$ cat config.mk
export PLATFORM = sky130hd
export DESIGN_NAME = uart_rx_fifo
export DESIGN_NICKNAME = d
export VERILOG_FILES = /design/src/rtl/uart_pkg.sv /design/src/rtl/fifo_mem.sv /design/src/rtl/uart_rx_fifo.sv
export SDC_FILE = /design/constraint.sdc
export NUM_CORES = 1
export LEC_CHECK = 0
export CAP_MARGIN = 25
export CORE_MARGIN = 4
export CORE_UTILIZATION = 25
export DETAILED_ROUTE_END_ITERATION = 8
export PLACE_DENSITY = 0.4
export SLEW_MARGIN = 20
export SYNTH_ARGS = -nofsm -noshare
export SYNTH_HDL_FRONTEND = slang
export SYNTH_HIERARCHICAL = 1
export SYNTH_SLANG_ARGS = --single-unit
$ cat constraint.sdc
create_clock -name clk -period 7.33 [get_ports clk]
set_input_delay 0.733 -clock clk [delete_from_list [all_inputs] [get_ports clk]]
set_output_delay 0.733 -clock clk [all_outputs]
set_load 0.01 [all_outputs]
$ cat src/rtl/uart_pkg.sv
// Definitions shared by the UART receive and transmit sides:
// the capture FSM state encodings and the default byte width.
package uart_pkg;

    localparam int DEFAULT_DATA_WIDTH = 8;

    localparam logic [1:0] sIdle = 2'b00;
    localparam logic [1:0] sAck  = 2'b01;
    localparam logic [1:0] sWait = 2'b10;

endpackage

$ cat src/rtl/fifo_mem.sv
// FIFO storage: synchronous write, asynchronous read, no reset on the array.
module fifo_mem #(
    parameter int DATA_WIDTH = 8,
    parameter int DEPTH_LOG2 = 4
) (
    input  logic                  clk,
    input  logic                  wr_en,
    input  logic [DEPTH_LOG2-1:0] wr_addr,
    input  logic [DATA_WIDTH-1:0] wr_data,
    input  logic [DEPTH_LOG2-1:0] rd_addr,
    output logic [DATA_WIDTH-1:0] rd_data
);

    logic [DATA_WIDTH-1:0] mem [2**DEPTH_LOG2];

    always_ff @(posedge clk) begin
        if (wr_en) begin
            mem[wr_addr] <= wr_data;
        end
    end

    assign rd_data = mem[rd_addr];

endmodule

$ cat src/rtl/uart_rx_fifo.sv
// Captures bytes from uart_receive through its ready/reset_ready handshake and
// buffers them in a first-word-fall-through FIFO with a sticky overflow flag.
module uart_rx_fifo
    import uart_pkg::*;
#(
    parameter int DATA_WIDTH = DEFAULT_DATA_WIDTH,
    parameter int DEPTH_LOG2 = 4
) (
    input  logic                  clk,
    input  logic                  reset,
    input  logic [DATA_WIDTH-1:0] rx_data,
    input  logic                  rx_ready,
    output logic                  rx_reset_ready,
    output logic [DATA_WIDTH-1:0] dout,
    input  logic                  pop,
    output logic                  empty,
    output logic                  full,
    output logic [DEPTH_LOG2:0]   count,
    output logic                  overflow,
    input  logic                  clear_overflow
);

    localparam logic [DEPTH_LOG2:0] FULL_COUNT = {1'b1, {DEPTH_LOG2{1'b0}}};

    logic [1:0]            state;
    logic [1:0]            next_state;
    logic [DEPTH_LOG2-1:0] wr_ptr;
    logic [DEPTH_LOG2-1:0] rd_ptr;
    logic [DATA_WIDTH-1:0] rd_data;
    logic                  push;
    logic                  do_pop;
    logic                  wr_en;
    logic                  drop;

    always_comb begin
        next_state = state;
        case (state)
            sIdle:   if (rx_ready) next_state = sAck;
            sAck:    next_state = sWait;
            sWait:   if (!rx_ready) next_state = sIdle;
            default: next_state = sIdle;
        endcase
    end

    assign empty  = (count == '0);
    assign full   = (count == FULL_COUNT);
    assign push   = (state == sIdle) && rx_ready;
    assign do_pop = pop && !empty;
    // A full FIFO still accepts the byte when the head leaves on the same edge.
    assign wr_en  = push && (!full || do_pop);
    assign drop   = push && full && !pop;

    // The acknowledge is registered from next_state so it equals state==sAck without decode glitches.
    always_ff @(posedge clk or negedge reset) begin
        if (!reset) begin
            state          <= sIdle;
            rx_reset_ready <= 1'b0;
        end else begin
            state          <= next_state;
            rx_reset_ready <= (next_state == sAck);
        end
    end

    always_ff @(posedge clk or negedge reset) begin
        if (!reset) begin
            wr_ptr   <= '0;
            rd_ptr   <= '0;
            count    <= '0;
            overflow <= 1'b0;
        end else begin
            if (wr_en) wr_ptr <= wr_ptr + 1'b1;
            if (do_pop) rd_ptr <= rd_ptr + 1'b1;
            case ({wr_en, do_pop})
                2'b10:   count <= count + 1'b1;
                2'b01:   count <= count - 1'b1;
                default: count <= count;
            endcase
            if (drop) overflow <= 1'b1;
            else if (clear_overflow) overflow <= 1'b0;
        end
    end

    fifo_mem #(
        .DATA_WIDTH(DATA_WIDTH),
        .DEPTH_LOG2(DEPTH_LOG2)
    ) u_mem (
        .clk    (clk),
        .wr_en  (wr_en),
        .wr_addr(wr_ptr),
        .wr_data(rx_data),
        .rd_addr(rd_ptr),
        .rd_data(rd_data)
    );

    assign dout = empty ? '0 : rd_data;

endmodule
==> results.md <==
- Hold Slack: slightly above 0.5 ns
- Worst-Margin Slew: slightly below 1 ns
- Run status: complete, no violations
- CTS Buffer Depth: 2
- First-pass DRT Iterations: 4
- Setup violations, final: 0
- Final Hold Vio Count: 0
- Width of the die: roughly 160 µm
- Largest net degree at the start of global routing: 36
- # port buffers: 29
- Flop-to-flop setup slack: 4.45 ns
- Diodes inserted: 0
- Clock power frac: 31.3%
- Antenna violations before repair: 0
- Detailed-route via count: 2984
- Total core area: 23470 µm²
- Routed WL per cell: 19.16 µm
- Layout cell share with drive strength beyond 1: a little under a fifth
- CP delay by family, top: buffers and inverters
- Post-route clock period utilization: 50.53%
- Vias in the first global route: roughly 3100
- Syn. warnings: 6
- GP Congestion: between 0.7 and 0.8
- FF-to-FF End: u_mem/mem[1][7]
- Nets: 371
- Hold Crit Depth: 1
- Sw Ratio: 30.80%
- Design Power: 2.830 mW
- Initial drt markers: ~170
- Syn_nets: around 330
- Buf+Inv Stages, Crit Path: 2
- WL final: about 13000 µm
- Clock Skews: 0.007891 ns
- Synthesized netlist cell count: 315
- First-pass GRT wire length: approximately 20000 µm
- P_sw: around 0.87 mW
- Worst Hold Class: flip-flop to flip-flop
- Clock transition at path regs: approximately 0.06 ns
- Fmax: around 270 MHz
- Critical path arrival: ~3.0 ns
- Post-CTS resize count: 0
- Gr ovfl total: 0
- DRC: 0
- Hold Path End: overflow
- RSZ-0062 raised after global routing: no
- Internal: around 2.0 mW
- Total track usage: a little over a tenth
- Reg-to-reg startpoint: state[1]
- Sum Neg Setup Slack: 0 ns
- Number of core rows: 56
- P_leak: 2.380 nW
- CTS hold repair buffers: 0
- Req. time, crit path: ~6.6 ns
- Clock Latency Late Sink: 0.41 ns
- Final worst path period need: approximately 3.7 ns
- Worst Hold Launch: overflow
- Power density over the cells: 393.6 nW/µm²
- Post-Place Setup Slack: 3.562 ns
- CP Class: flip-flop to output port
- Register area: ~4300 µm²
- CTS tree: done
- Syn_area_per_cell: 18.90 µm²
- Commonest non-fill, non-tap cell in the layout: edfxtp_1
- CP max stage cell: mux4_1
- Filler cells: 2280
- Detail Placement HPWL: ~8300 µm
- Area of the multi-input gates: approximately 1500 µm²
- Netlist Area Pre-Place: 5953 µm²
- Area growth syn-to-layout: 20.79%
- Routed vias/inst: 4.344
- Seq/Total Area, Yosys: a little under three quarters
- Setup ws final: roughly 3.6 ns
- IO Pins: 30
- Pins over their slew limit: 0
- CP max stage delay: between 0.6 and 0.7 ns
- ANT nets after route: 0
- Commonest non-fill, non-tap cells in the layout: edfxtp_1, clkdlybuf4s50_1, mux4_2
- Max-cap violations: 0
- Sequential share of power: a little under two fifths
- Startpoint types: flip-flop
- Crit path max fanout: 35
- Synth cell types: 44
- TritonCTS buffer count: 17
- Worst rel slew slack: 33.54%
- Cells along the critical path: buf_4, mux4_1, a22oi_1, nand2_1, and2_1, clkdlybuf4s50_1
- Worst Reg-to-Reg Cells: 4
- DIE AREA: between 20000 and 30000 µm²
- Comb pwr share: 31.0%
- Max H-tree Level: 4
- Postcts setup bufs: 0
- Number of synthesized register bits: between 100 and 150
- Initial core utilization: about a quarter
- Worst VDD drop: approximately 0.00015 V
- Clk root buf: clkbuf_16
- Die height: 162.3 µm
- Clk sinks: around 150
- Worst setup EP type: output port
## worst reg2reg max path: stages (launching register included)
cell	delay [ns]
dfrtp_1	0.39
or3b_1	0.55
a31oi_4	0.38
or3b_2	0.54
nor2_1	0.65
## power by group through the flow
stage          logic (mW)  clock network (mW)  registers, mW
6_report            0.878               0.885           1.07
5_1_grt             0.965               0.952           1.08
4_1_cts             0.901               0.910           1.07
3_5_place_dp        0.895                   0           1.09
3_3_place_gp        0.896                   0           1.09
2_1_floorplan       0.594                   0           1.07
## registers in the layout (all words and copies together) (netlist names)
signal and cells:
count 5, overflow 1, rd_ptr 4, rx_reset_ready 1
state 2, u_mem/mem 128, wr_ptr 4
## worst max-delay path by stage
stage                          from               to  slack, ns  depth (start not counted)
after CTS                 rd_ptr[0]          dout[3]       3.49                          6
final                     rd_ptr[0]          dout[3]       3.63                          6
after detailed placement   rx_ready  u_mem/mem[1][1]       3.56                          5
after global placement     rx_ready  u_mem/mem[1][1]       3.55                          5
after floorplan            rx_ready  u_mem/mem[0][0]       4.34                          5
after global routing      rd_ptr[0]          dout[2]       3.39                          6
## final cells by class
type	instances	area share, %
multi-input cells	148	21.47
inverters	7	0.3654
flip-flops and latches	145	59.39
well taps	319	5.551
clock buffers	18	5.968
repair buffers	36	4.768
clock inverters	14	2.488
## routing by layer
metal	up-vias	GRT usage [%]	share of wire, %
met5	-	0	0
met4	0	2.653	0.32
met3	4	3.375	3.5
met2	50	16.81	49
met1	1560	13.97	48
li1	1370	-	-
## logic make-up after synthesis
| logic type | after synthesis | synth area share, % |
|---|---|---|
| AO/OA/AOI/OAI | 32 | 4.266 |
| XOR/XNOR | 7 | 1.030 |
| adder cells (fa/ha/maj) | 3 | 0.6306 |
| buffers and inverters | 22 | 2.354 |
| flip-flops | 145 | 71.71 |
| multiplexers | 35 | 13.62 |
| AND/OR/NAND/NOR | 71 | 6.389 |
## metrics by stage
step / area [µm²] / cells / util, %
final: 7191 / 687 / 30.63
after detailed placement: 6575 / 654 / 28.01
after floorplan: 5953 / 315 / -
after global routing: 7191 / 687 / 30.63
after global placement: 6568 / 653 / 27.98
after CTS: 7183 / 686 / 30.60
## Yosys cell counts (all sizes together)
cell	instances	share of area, %
a22o	1	0.15
o21ai	2	0.23
nor2b	1	0.11
dfrtp	17	7.1
xor2	3	0.44
buf	9	1.2
or3	1	0.11
a21oi	4	0.34
a311o	2	0.34
or3b	2	0.29
nor2	15	0.95
a31oi	1	0.36
nor4b	1	0.15
nand2	15	0.95
and2	10	1.1
nand3b	2	0.25
clkdlybuf4s25	3	0.50
xnor2	4	0.59
mux4	32	13
nand3	6	0.50
nand2b	4	0.42
inv	7	0.44
and4	1	0.15
clkbuf	3	0.19
and2b	1	0.13
nand4	3	0.32
nor3	5	0.42
a22oi	17	2.1
or4	1	0.19
a31o	1	0.15
o31ai	2	0.25
mux2	3	0.63
ha	3	0.63
o22ai	2	0.32
nor4	3	0.42
edfxtp	128	65
No activity file was read; power rests on OpenSTA's default activity.
